<file path="config.mk">
export PLATFORM = sky130hd
export DESIGN_NAME = vblank_scheduler
export DESIGN_NICKNAME = d
export VERILOG_FILES = /design/src/rtl/vblank_scheduler.sv
export SDC_FILE = /design/constraint.sdc
export NUM_CORES = 1
export LEC_CHECK = 0
export BUFFER_PORTS_ARGS = -buffer_cell sky130_fd_sc_hd__buf_4
export CORE_MARGIN = 1
export CORE_UTILIZATION = 51
export DETAILED_ROUTE_END_ITERATION = 7
export PLACE_DENSITY = 0.83
export SLEW_MARGIN = 20
export SYNTH_ARGS = -nofsm -noshare
export SYNTH_HDL_FRONTEND = slang
export SYNTH_SLANG_ARGS = --single-unit
</file>
<file path="constraint.sdc">
create_clock -name clk -period 3.92 [get_ports clk]
set_input_delay 0.784 -clock clk [delete_from_list [all_inputs] [get_ports clk]]
set_output_delay 0.784 -clock clk [all_outputs]
set_load 0.01 [all_outputs]
</file>
<file path="src/rtl/vblank_scheduler.sv">
// vblank_scheduler
//   Grants a shared, frame-visible update resource to one game-state
//   requester at a time, round-robin, only during vertical blanking.
//   A frame starts when the sync counters reach (vcnt == V_ACTIVE, hcnt == 0):
//   the current requests are latched and served one by one. Work still open
//   when the counters wrap to (0, 0) is discarded and reported.
//
// Ports
//   clk          pixel clock
//   reset        synchronous, active-high
//   hcnt, vcnt   sync generator counters
//   req          per-requester update request (level, latched at frame start)
//   done         per-requester completion (only the granted bit is looked at)
//   grant        registered one-hot grant, or zero
//   frame_tick   one-cycle pulse after the vblank-start edge
//   busy         scheduler is not idle
//   overrun      sticky: a vblank ended with requests unserved
//   skipped      requesters discarded at the most recent overrun
//   timeout_err  sticky: a grant hit the per-slot watchdog
//
// Build option
//   VBLANK_SCHED_TIMEOUT_EN : when defined, a grant is withdrawn after
//   MAX_SLOT_CYCLES cycles without done and timeout_err is raised. When
//   undefined, no watchdog exists and timeout_err is constant 0.

module vblank_scheduler #(
  parameter int N_REQ           = 3,
  parameter int V_ACTIVE        = 480,
  parameter int MAX_SLOT_CYCLES = 256
) (
  input  logic             clk,
  input  logic             reset,
  input  logic [9:0]       hcnt,
  input  logic [9:0]       vcnt,
  input  logic [N_REQ-1:0] req,
  input  logic [N_REQ-1:0] done,
  output logic [N_REQ-1:0] grant,
  output logic             frame_tick,
  output logic             busy,
  output logic             overrun,
  output logic [N_REQ-1:0] skipped,
  output logic             timeout_err
);

  localparam int IDX_W = $clog2(N_REQ);

  localparam logic [1:0] ST_IDLE  = 2'd0;
  localparam logic [1:0] ST_ARB   = 2'd1;
  localparam logic [1:0] ST_SERVE = 2'd2;

  logic [1:0]       state_q, state_d;
  logic [N_REQ-1:0] pending_q, pending_d;
  logic [IDX_W-1:0] last_q, last_d;
  logic [N_REQ-1:0] grant_q, grant_d;
  logic             frame_tick_q, frame_tick_d;
  logic             overrun_q, overrun_d;
  logic [N_REQ-1:0] skipped_q, skipped_d;

  logic             frame_start;
  logic             vblank_end;
  logic             served_now;
  logic [N_REQ-1:0] remaining;
  logic [IDX_W-1:0] pick_idx;
  logic             pick_found;
  logic [N_REQ-1:0] pick_onehot;

  assign frame_start = (vcnt == 10'(V_ACTIVE)) && (hcnt == 10'd0);
  assign vblank_end  = (vcnt == 10'd0) && (hcnt == 10'd0);

`ifdef VBLANK_SCHED_TIMEOUT_EN
  localparam int SLOT_W = $clog2(MAX_SLOT_CYCLES);

  logic [SLOT_W-1:0] slot_cnt_q, slot_cnt_d;
  logic              timeout_err_q, timeout_err_d;
  logic              slot_expired;

  assign slot_expired = (slot_cnt_q == SLOT_W'(MAX_SLOT_CYCLES - 1));
  assign timeout_err  = timeout_err_q;
`else
  // Watchdog not built; the parameter is kept only for a uniform interface.
  logic unused_max_slot_cfg;
  assign unused_max_slot_cfg = (MAX_SLOT_CYCLES > 0);
  assign timeout_err = 1'b0;
`endif

  // Round-robin search: first pending bit strictly after last, wrapping.
  always_comb begin
    int cand;
    cand       = 0;
    pick_idx   = last_q;
    pick_found = 1'b0;
    for (int i = 1; i <= N_REQ; i++) begin
      cand = (int'(last_q) + i) % N_REQ;
      if (!pick_found && pending_q[cand]) begin
        pick_found = 1'b1;
        pick_idx   = IDX_W'(cand);
      end
    end
  end

  for (genvar gi = 0; gi < N_REQ; gi++) begin : g_pick_onehot
    assign pick_onehot[gi] = (pick_idx == IDX_W'(gi));
  end

  // While serving, last_q is the granted index. A done on the same edge as
  // the end of vblank still counts, so it is removed before skipping.
  always_comb begin
    served_now = (state_q == ST_SERVE) && done[last_q];
    remaining  = pending_q;
    if (served_now) begin
      remaining[last_q] = 1'b0;
    end
  end

  always_comb begin
    state_d      = state_q;
    pending_d    = pending_q;
    last_d       = last_q;
    grant_d      = grant_q;
    frame_tick_d = 1'b0;
    overrun_d    = overrun_q;
    skipped_d    = skipped_q;
`ifdef VBLANK_SCHED_TIMEOUT_EN
    slot_cnt_d    = slot_cnt_q;
    timeout_err_d = timeout_err_q;
`endif

    case (state_q)
      ST_ARB: begin
        if (!pick_found) begin
          state_d = ST_IDLE;
        end else begin
          grant_d = pick_onehot;
          last_d  = pick_idx;
          state_d = ST_SERVE;
`ifdef VBLANK_SCHED_TIMEOUT_EN
          slot_cnt_d = '0;
`endif
        end
      end
      ST_SERVE: begin
        if (served_now) begin
          grant_d   = '0;
          pending_d = remaining;
          state_d   = ST_ARB;
        end
`ifdef VBLANK_SCHED_TIMEOUT_EN
        else if (slot_expired) begin
          grant_d           = '0;
          pending_d[last_q] = 1'b0;
          timeout_err_d     = 1'b1;
          state_d           = ST_ARB;
        end else begin
          slot_cnt_d = slot_cnt_q + 1'b1;
        end
`endif
      end
      default: ;
    endcase

    // End of vblank overrides normal sequencing; a watchdog expiring on this
    // same edge is not reported because the slot is being skipped anyway.
    if (vblank_end && (state_q != ST_IDLE)) begin
      grant_d   = '0;
      pending_d = '0;
      state_d   = ST_IDLE;
`ifdef VBLANK_SCHED_TIMEOUT_EN
      timeout_err_d = timeout_err_q;
`endif
      if (remaining != '0) begin
        skipped_d = remaining;
        overrun_d = 1'b1;
      end
    end

    if (frame_start) begin
      frame_tick_d = 1'b1;
      pending_d    = req;
      grant_d      = '0;
      state_d      = ST_ARB;
    end
  end

  always_ff @(posedge clk) begin
    if (reset) begin
      state_q      <= ST_IDLE;
      pending_q    <= '0;
      last_q       <= IDX_W'(N_REQ - 1);
      grant_q      <= '0;
      frame_tick_q <= 1'b0;
      overrun_q    <= 1'b0;
      skipped_q    <= '0;
`ifdef VBLANK_SCHED_TIMEOUT_EN
      slot_cnt_q    <= '0;
      timeout_err_q <= 1'b0;
`endif
    end else begin
      state_q      <= state_d;
      pending_q    <= pending_d;
      last_q       <= last_d;
      grant_q      <= grant_d;
      frame_tick_q <= frame_tick_d;
      overrun_q    <= overrun_d;
      skipped_q    <= skipped_d;
`ifdef VBLANK_SCHED_TIMEOUT_EN
      slot_cnt_q    <= slot_cnt_d;
      timeout_err_q <= timeout_err_d;
`endif
    end
  end

  assign grant      = grant_q;
  assign frame_tick = frame_tick_q;
  assign busy       = (state_q != ST_IDLE);
  assign overrun    = overrun_q;
  assign skipped    = skipped_q;

endmodule

</file>
==> flow_metrics.env, run 1 <==
export IMPL_synth_area_leaders="dfxtp_1 30%, a21oi_1 7.6%, ha_1 5.1%"
export IMPL_critPathKind="flop to flop"
export IMPL_p_per_area_mw_per_mm2=208
export IMPL_status="finished, final reports clean"
export IMPL_power_leakage_nw=0.547
export IMPL_drc=0
export IMPL_grt_pass1_wl_um=3570
export IMPL_cp_max_fo=8
export IMPL_antenna_found_initial=0
export IMPL_die_area_mm2=0.00212
export IMPL_synth_top_area_cell="dfxtp_1"
export IMPL_arrival_ps=2310
export IMPL_seq_area_frac_synth_pct=30.4
export IMPL_drt_iter0_markers=19
export IMPL_avgRoutedWirePerCell_um=12.6
export IMPL_finalSetupViolations=0
export IMPL_synthToLayoutAreaGrowth_pct=30.5
export IMPL_post_cts_resized=0
export IMPL_cts_tree="built"
export IMPL_drive_gt1_share_pct=29.5
export IMPL_yosys_area_top_type_share_pct=30.4
export IMPL_end_kind="flop"
export IMPL_syn_inst=119
export IMPL_hold_buffers=0
export IMPL_num_fill_cells=179
export IMPL_via_per_inst=5.64
export IMPL_place_gp_congestion=0.908
export IMPL_grt_setup_unrepaired="no"
export IMPL_finalNetCount=189
export IMPL_post_cts_buffers=0
export IMPL_die_h_um=46.0
export IMPL_clk_pin_slew_ps=90
export IMPL_ant_nets=0
export IMPL_cp_start_kind="flop"
export IMPL_regArea_um2=300
export IMPL_final_cell_area_mm2=0.00129
export IMPL_antenna_cells=0
export IMPL_grt_overflow_total=0
export IMPL_dp_cells=177
export IMPL_ys_types=41
export IMPL_clk_latency_ps=280
export IMPL_dp_hpwl_um=1900
export IMPL_grt_usage_pct=23.7
export IMPL_cts_root_buffer="clkbuf_4"
export IMPL_die_w_um=46.0
export IMPL_num_rows=15
export IMPL_r2r_cells=7
export IMPL_wl_um=2290
export IMPL_vias=1020
export IMPL_synth_flop_cell="dfxtp_1"
export IMPL_port_buffers=36
export IMPL_hold_ws_ps=477
export IMPL_grt_pass1_vias=895
export IMPL_finalMaxSlewViolations=0
export IMPL_finalNonFillerCells=181
export IMPL_drtPass1Iterations=4
export IMPL_multi_input_area_um2=634
export IMPL_hold_violations=0
export IMPL_fin_skew_ps=3.34
export IMPL_placedInstanceArea_mm2=0.00126
export IMPL_min_period_over_period_pct=53.4
export IMPL_synth_seq_cells=15
export IMPL_finalSetupTns_ps=0
export IMPL_worstHoldPathType="flop to flop"
export IMPL_syn_num_nets=151
export IMPL_avgSynthCellArea_um2=8.31
export IMPL_min_period_ps=2090
export IMPL_htree_levels=1
export IMPL_synth_warning_count=0
export IMPL_ios=38
export IMPL_netlist_area_um2=988
export IMPL_max_clock_freq_mhz=477
export IMPL_numClockSinks=15
export IMPL_finalPower_mw=0.268
export IMPL_holdPathStages=2
export IMPL_core_mm2=0.00176
export IMPL_numCtsBuffers=3
export IMPL_vdd_drop_max_uv=157
export IMPL_synth_edff_count=0
export IMPL_required_ps=4140
export IMPL_drv_cap=0
export IMPL_synth_async_reset_ratio_pct=0
export IMPL_ys_top_cells_by_count="15 x a21oi_1, 15 x dfxtp_1, 10 x nand2_1, 7 x inv_1, 7 x nand2b_1"
export IMPL_start_util_pct=56.0
export IMPL_clk_path_buf_depth=2
export IMPL_grt_max_degree=17
placed cells by master, fill, tap and decap left out, types with 2 or more instances in the layout:
cell type | netlist | final
a21oi_1 | 15 | 15
o21ai_1 | 2 | 2
o21ai_2 | 3 | 3
dfxtp_1 | 15 | 15
ha_1 | 4 | 4
o21ai_0 | 3 | 3
mux2i_1 | 2 | 2
nor4_1 | 5 | 5
o32ai_1 | 3 | 3
buf_4 | 2 | 36
and4_1 | 2 | 2
nand3b_1 | 6 | 6
inv_1 | 7 | 7
a21o_1 | 2 | 2
nand2b_1 | 7 | 7
clkbuf_4 | 0 | 3
nand3_1 | 3 | 3
and2_1 | 2 | 2
nand2_1 | 10 | 10
nor2_1 | 4 | 4
stage by stage:
stage / setup slack [ps] / util, %
2_1_floorplan: 2070 / -
6_report: 1830 / 73.1
4_1_cts: 1820 / 73.1
3_5_place_dp: 1750 / 71.6
3_3_place_gp: 1810 / 71.6
5_1_grt: 1640 / 73.1
flip-flops by register name, indices dropped and copies added, names as in the netlist:
| name | count |
|---|---|
| state_q | 2 |
| last_q | 2 |
| pending_q | 3 |
| overrun | 1 |
| grant | 3 |
| skipped | 3 |
| frame_tick | 1 |
logic make-up after synthesis:
family / count (synthesis) / share of synthesized area, %
and+or+nand+nor: 47 / 28.7
AOI/OAI and AO/OA: 40 / 28.0
DFF: 15 / 30.4
buffers and inverters: 10 / 5.44
adders and majority gates: 4 / 5.06
muxes: 2 / 2.03
other: 1 / 0.379
where the power goes:
group	internal [mW]	total, mW	switching (mW)
registers	0.152	0.152	0.0000000722
logic	0.0194	0.0290	0.00955
clock network	0.0378	0.0870	0.0491
path summary, 6_finish.rpt:
check                         startpoint                     to  slack, ps
setup / recovery  last_q[0]$_SDFFE_PP0P_  grant[2]$_SDFFE_PP0P_       1830
setup reg to reg  last_q[0]$_SDFFE_PP0P_  grant[2]$_SDFFE_PP0P_       1830
hold / removal     grant[2]$_SDFFE_PP0P_  grant[2]$_SDFFE_PP0P_        480
hold reg to reg    grant[2]$_SDFFE_PP0P_  grant[2]$_SDFFE_PP0P_        480
metal layers:
metal	global-route usage, %	vias to the layer above	part of all wire [%]
li1	-	523	-
met1	28.4	455	42
met2	42.5	40	52
met3	3.97	2	5.6
met4	7.06	0	0.61
met5	0	-	0
cell type report:
cell class                      instances  share of cell area [%]
Multi-Input combinational cell         94                    49.2
Sequential cell                        15                    23.3
Timing Repair Buffer                   36                    21.0
Tap cell                               25                    2.42
Inverter                                7                    2.04
Clock buffer                            3                    1.75
Clock inverter                          1                   0.388
worst max-delay path, cell delays in order, from the launching register on:
cell       delay, ps
dfxtp_1          430
inv_1            110
ha_1             390
nand2b_1         190
a32oi_2          340
a41o_1           320
nand2_1          100
o2bb2ai_1        140
Note: power is estimated with default switching activity, not from simulation.
==> run 2: changes to the inputs <==
--- a/config.mk
+++ b/config.mk
@@ -5,11 +5,12 @@
 export SDC_FILE = /design/constraint.sdc
 export NUM_CORES = 1
 export LEC_CHECK = 0
+export ABC_AREA = 1
 export BUFFER_PORTS_ARGS = -buffer_cell sky130_fd_sc_hd__buf_4
 export CORE_MARGIN = 1
-export CORE_UTILIZATION = 51
+export CORE_UTILIZATION = 49
 export DETAILED_ROUTE_END_ITERATION = 7
-export PLACE_DENSITY = 0.83
+export PLACE_DENSITY = 0.79
 export SLEW_MARGIN = 20
 export SYNTH_ARGS = -nofsm -noshare
 export SYNTH_HDL_FRONTEND = slang
==> constraint.sdc (replaced) <==
create_clock -name clk -period 2 [get_ports clk]
set_input_delay 0.4 -clock clk [delete_from_list [all_inputs] [get_ports clk]]
set_output_delay 0.4 -clock clk [all_outputs]
set_load 0.01 [all_outputs]
==> flow_metrics.env, run 2 <==
export IMPL_status="finished, final reports clean"
export IMPL_post_cts_buffers=0
export IMPL_synth_top_area_cell="dfxtp_1"
export IMPL_hold_ws_ps=351
export IMPL_pwr_share_clk_pct=32.1
export IMPL_switching_share_pct=22.7
export IMPL_num_fill_cells=197
export IMPL_r2r_end="grant[1]$_SDFFE_PP0P_"
export IMPL_placedInstanceArea_mm2=0.00136
export IMPL_power_leakage_nw=0.737
export IMPL_dp_cells=231
export IMPL_layout_commonest_cell="nand2_1"
export IMPL_drive_gt1_share_pct=28.8
export IMPL_p_comb_share_pct=11.9
export IMPL_drtPass1Iterations=4
export IMPL_finalNetCount=241
export IMPL_synth_async_reset_ratio_pct=0
export IMPL_dp_hpwl_um=2190
export IMPL_finalSetupViolations=0
export IMPL_max_clock_freq_mhz=542
export IMPL_grt_pass1_vias=1085
export IMPL_clk_latency_ps=280
export IMPL_wl_um=2620
export IMPL_core_mm2=0.00200
export IMPL_start_util_pct=53.2
export IMPL_final_cell_area_mm2=0.00140
export IMPL_via_per_inst=5.00
export IMPL_grt_usage_pct=23.3
export IMPL_drt_iter0_markers=26
export IMPL_r2r_cells=10
export IMPL_worstHoldPathType="input pin to flop"
export IMPL_min_delay_start="reset"
export IMPL_p_int_mw=0.412
export IMPL_grt_max_degree=10
export IMPL_synth_seq_cells=15
export IMPL_finalNonFillerCells=235
export IMPL_drv_cap=0
export IMPL_holdPathStages=2
export IMPL_post_cts_resized=0
export IMPL_ys_top_cells_by_count="41 x nand2_1, 28 x inv_1, 21 x nand3_1, 16 x nor2_1, 15 x dfxtp_1"
export IMPL_finalMaxSlewViolations=0
export IMPL_hold_violations=0
export IMPL_end_kind="flop"
export IMPL_layout_common_cells="41 x nand2_1, 36 x buf_4, 26 x inv_1"
export IMPL_avgSynthCellArea_um2=6.26
export IMPL_required_ps=2170
export IMPL_hold_buffers=0
export IMPL_p_switching_mw=0.121
export IMPL_synth_area_leaders="dfxtp_1 28%, nand2_1 14%, inv_1 9.9%"
export IMPL_yosys_area_top_type_share_pct=28.2
export IMPL_vias=1174
export IMPL_antenna_cells=0
export IMPL_seq_area_frac_synth_pct=28.2
export IMPL_netlist_area_mm2=0.00106
export IMPL_numCtsBuffers=3
export IMPL_rrSetupSlack_ps=150
export IMPL_clk_path_buf_depth=2
export IMPL_min_to="skipped[2]$_SDFFE_PP0P_"
export IMPL_synthToLayoutAreaGrowth_pct=31.3
export IMPL_cp_start_kind="flop"
export IMPL_die_w_um=48.6
export IMPL_final_core_util_pct=69.8
export IMPL_die_area_mm2=0.00236
export IMPL_num_rows=16
export IMPL_critPathKind="flop to flop"
export IMPL_ios=38
export IMPL_syn_inst=170
export IMPL_htree_levels=1
export IMPL_synth_flop_cell="dfxtp_1"
export IMPL_synth_warning_count=0
export IMPL_die_h_um=48.6
export IMPL_antenna_found_initial=0
export IMPL_r2r_start="last_q[1]$_SDFFE_PP1P_"
export IMPL_cp_max_fo=6
export IMPL_avgRoutedWirePerCell_um=11.1
export IMPL_syn_num_nets=202
export IMPL_clk_pin_slew_ps=90
export IMPL_min_period_ps=1850
export IMPL_p_seq_share_pct=56.1
export IMPL_vdd_drop_max_uv=446
export IMPL_fin_skew_ps=2.14
export IMPL_synth_edff_count=0
export IMPL_min_period_over_period_pct=92.3
export IMPL_arrival_ps=2010
export IMPL_grt_overflow_total=0
export IMPL_cts_root_buffer="clkbuf_4"
export IMPL_place_gp_congestion=0.825
export IMPL_drc=0
export IMPL_ant_nets=0
export IMPL_ys_types=26
export IMPL_p_per_area_mw_per_mm2=381
export IMPL_port_buffers=36
export IMPL_cts_tree="built"
export IMPL_grt_pass1_wl_um=4460
export IMPL_synth_most_common_cell="nand2_1"
export IMPL_numClockSinks=15
-- run 2: cell types whose count changed after synthesis, sizes merged, moves of 5 or more --
cell	previous run	this run
nand2	10	44
inv	7	31
nand3	4	25
nor2	4	18
nand2b	7	0
nand3b	6	1
-- run 2: worst max-delay path, cell delays in order (launching register included) --
cell	delay, ps
dfxtp_1	400
inv_1	140
ha_4	260
inv_2	100
o21ai_0	90
nand2_1	160
inv_1	90
nand3_1	70
nand2_1	70
o211ai_1	250
a21oi_1	100
-- run 2: worst max-delay path by stage --
stage / start / to / slack [ps] / depth (start not counted)
2_1_floorplan: last_q[0]$_SDFFE_PP0P_ / last_q[0]$_SDFFE_PP0P_ / 290 / 10
3_3_place_gp: last_q[0]$_SDFFE_PP0P_ / last_q[0]$_SDFFE_PP0P_ / 140 / 10
3_5_place_dp: last_q[0]$_SDFFE_PP0P_ / grant[1]$_SDFFE_PP0P_ / 100 / 10
4_1_cts: last_q[0]$_SDFFE_PP0P_ / grant[1]$_SDFFE_PP0P_ / 70 / 10
5_1_grt: last_q[1]$_SDFFE_PP1P_ / grant[1]$_SDFFE_PP0P_ / -0.4 / 12
6_report: last_q[1]$_SDFFE_PP1P_ / grant[1]$_SDFFE_PP0P_ / 150 / 10
-- run 2: cells by family after synthesis --
group	share of synthesized area [%]
adders and majority gates	4.70
DFF	28.2
other	0.352
AOI/OAI and AO/OA	11.8
and+or+nand+nor	43.0
buffers and inverters	12.0
-- run 2: area by class of cell --
class / instances / area, µm² / share of cell area, %
multi-input cells: 122 / 649 / 46.5
flip-flops and latches: 15 / 300 / 21.5
repair buffers: 36 / 270 / 19.3
inverters: 31 / 116 / 8.33
well taps: 27 / 33.8 / 2.42
clock buffers: 3 / 22.5 / 1.61
clock inverters: 1 / 5.00 / 0.358
-- run 2: per-stage QoR --
| step | setup WS (ps) | setup TNS [ps] | power (mW) |
|---|---|---|---|
| floorplan | 290 | 0 | 0.324 |
| global placement | 136 | 0 | 0.365 |
| detailed placement | 96.4 | 0 | 0.369 |
| CTS | 72.9 | 0 | 0.534 |
| global route | -0.421 | -0.421 | 0.552 |
| finish | 154 | 0 | 0.532 |
-- run 2: power groups by stage --
stage	combinational (mW)	sequential [mW]	clock [mW]
after global placement	0.0601	0.305	0
after detailed placement	0.0633	0.305	0
final	0.0633	0.298	0.171
after CTS	0.0635	0.298	0.172
after floorplan	0.0191	0.305	0
after global routing	0.0690	0.298	0.185
-- run 2: per-layer routing --
metal  global-route usage [%]  vias to the layer above  part of all wire, %
met4                     4.41                        0                 0.84
met1                     28.3                      538                   45
li1                         -                      614                    -
met5                        0                        -                    0
met2                     44.4                       20                   52
met3                     1.57                        2                  2.4
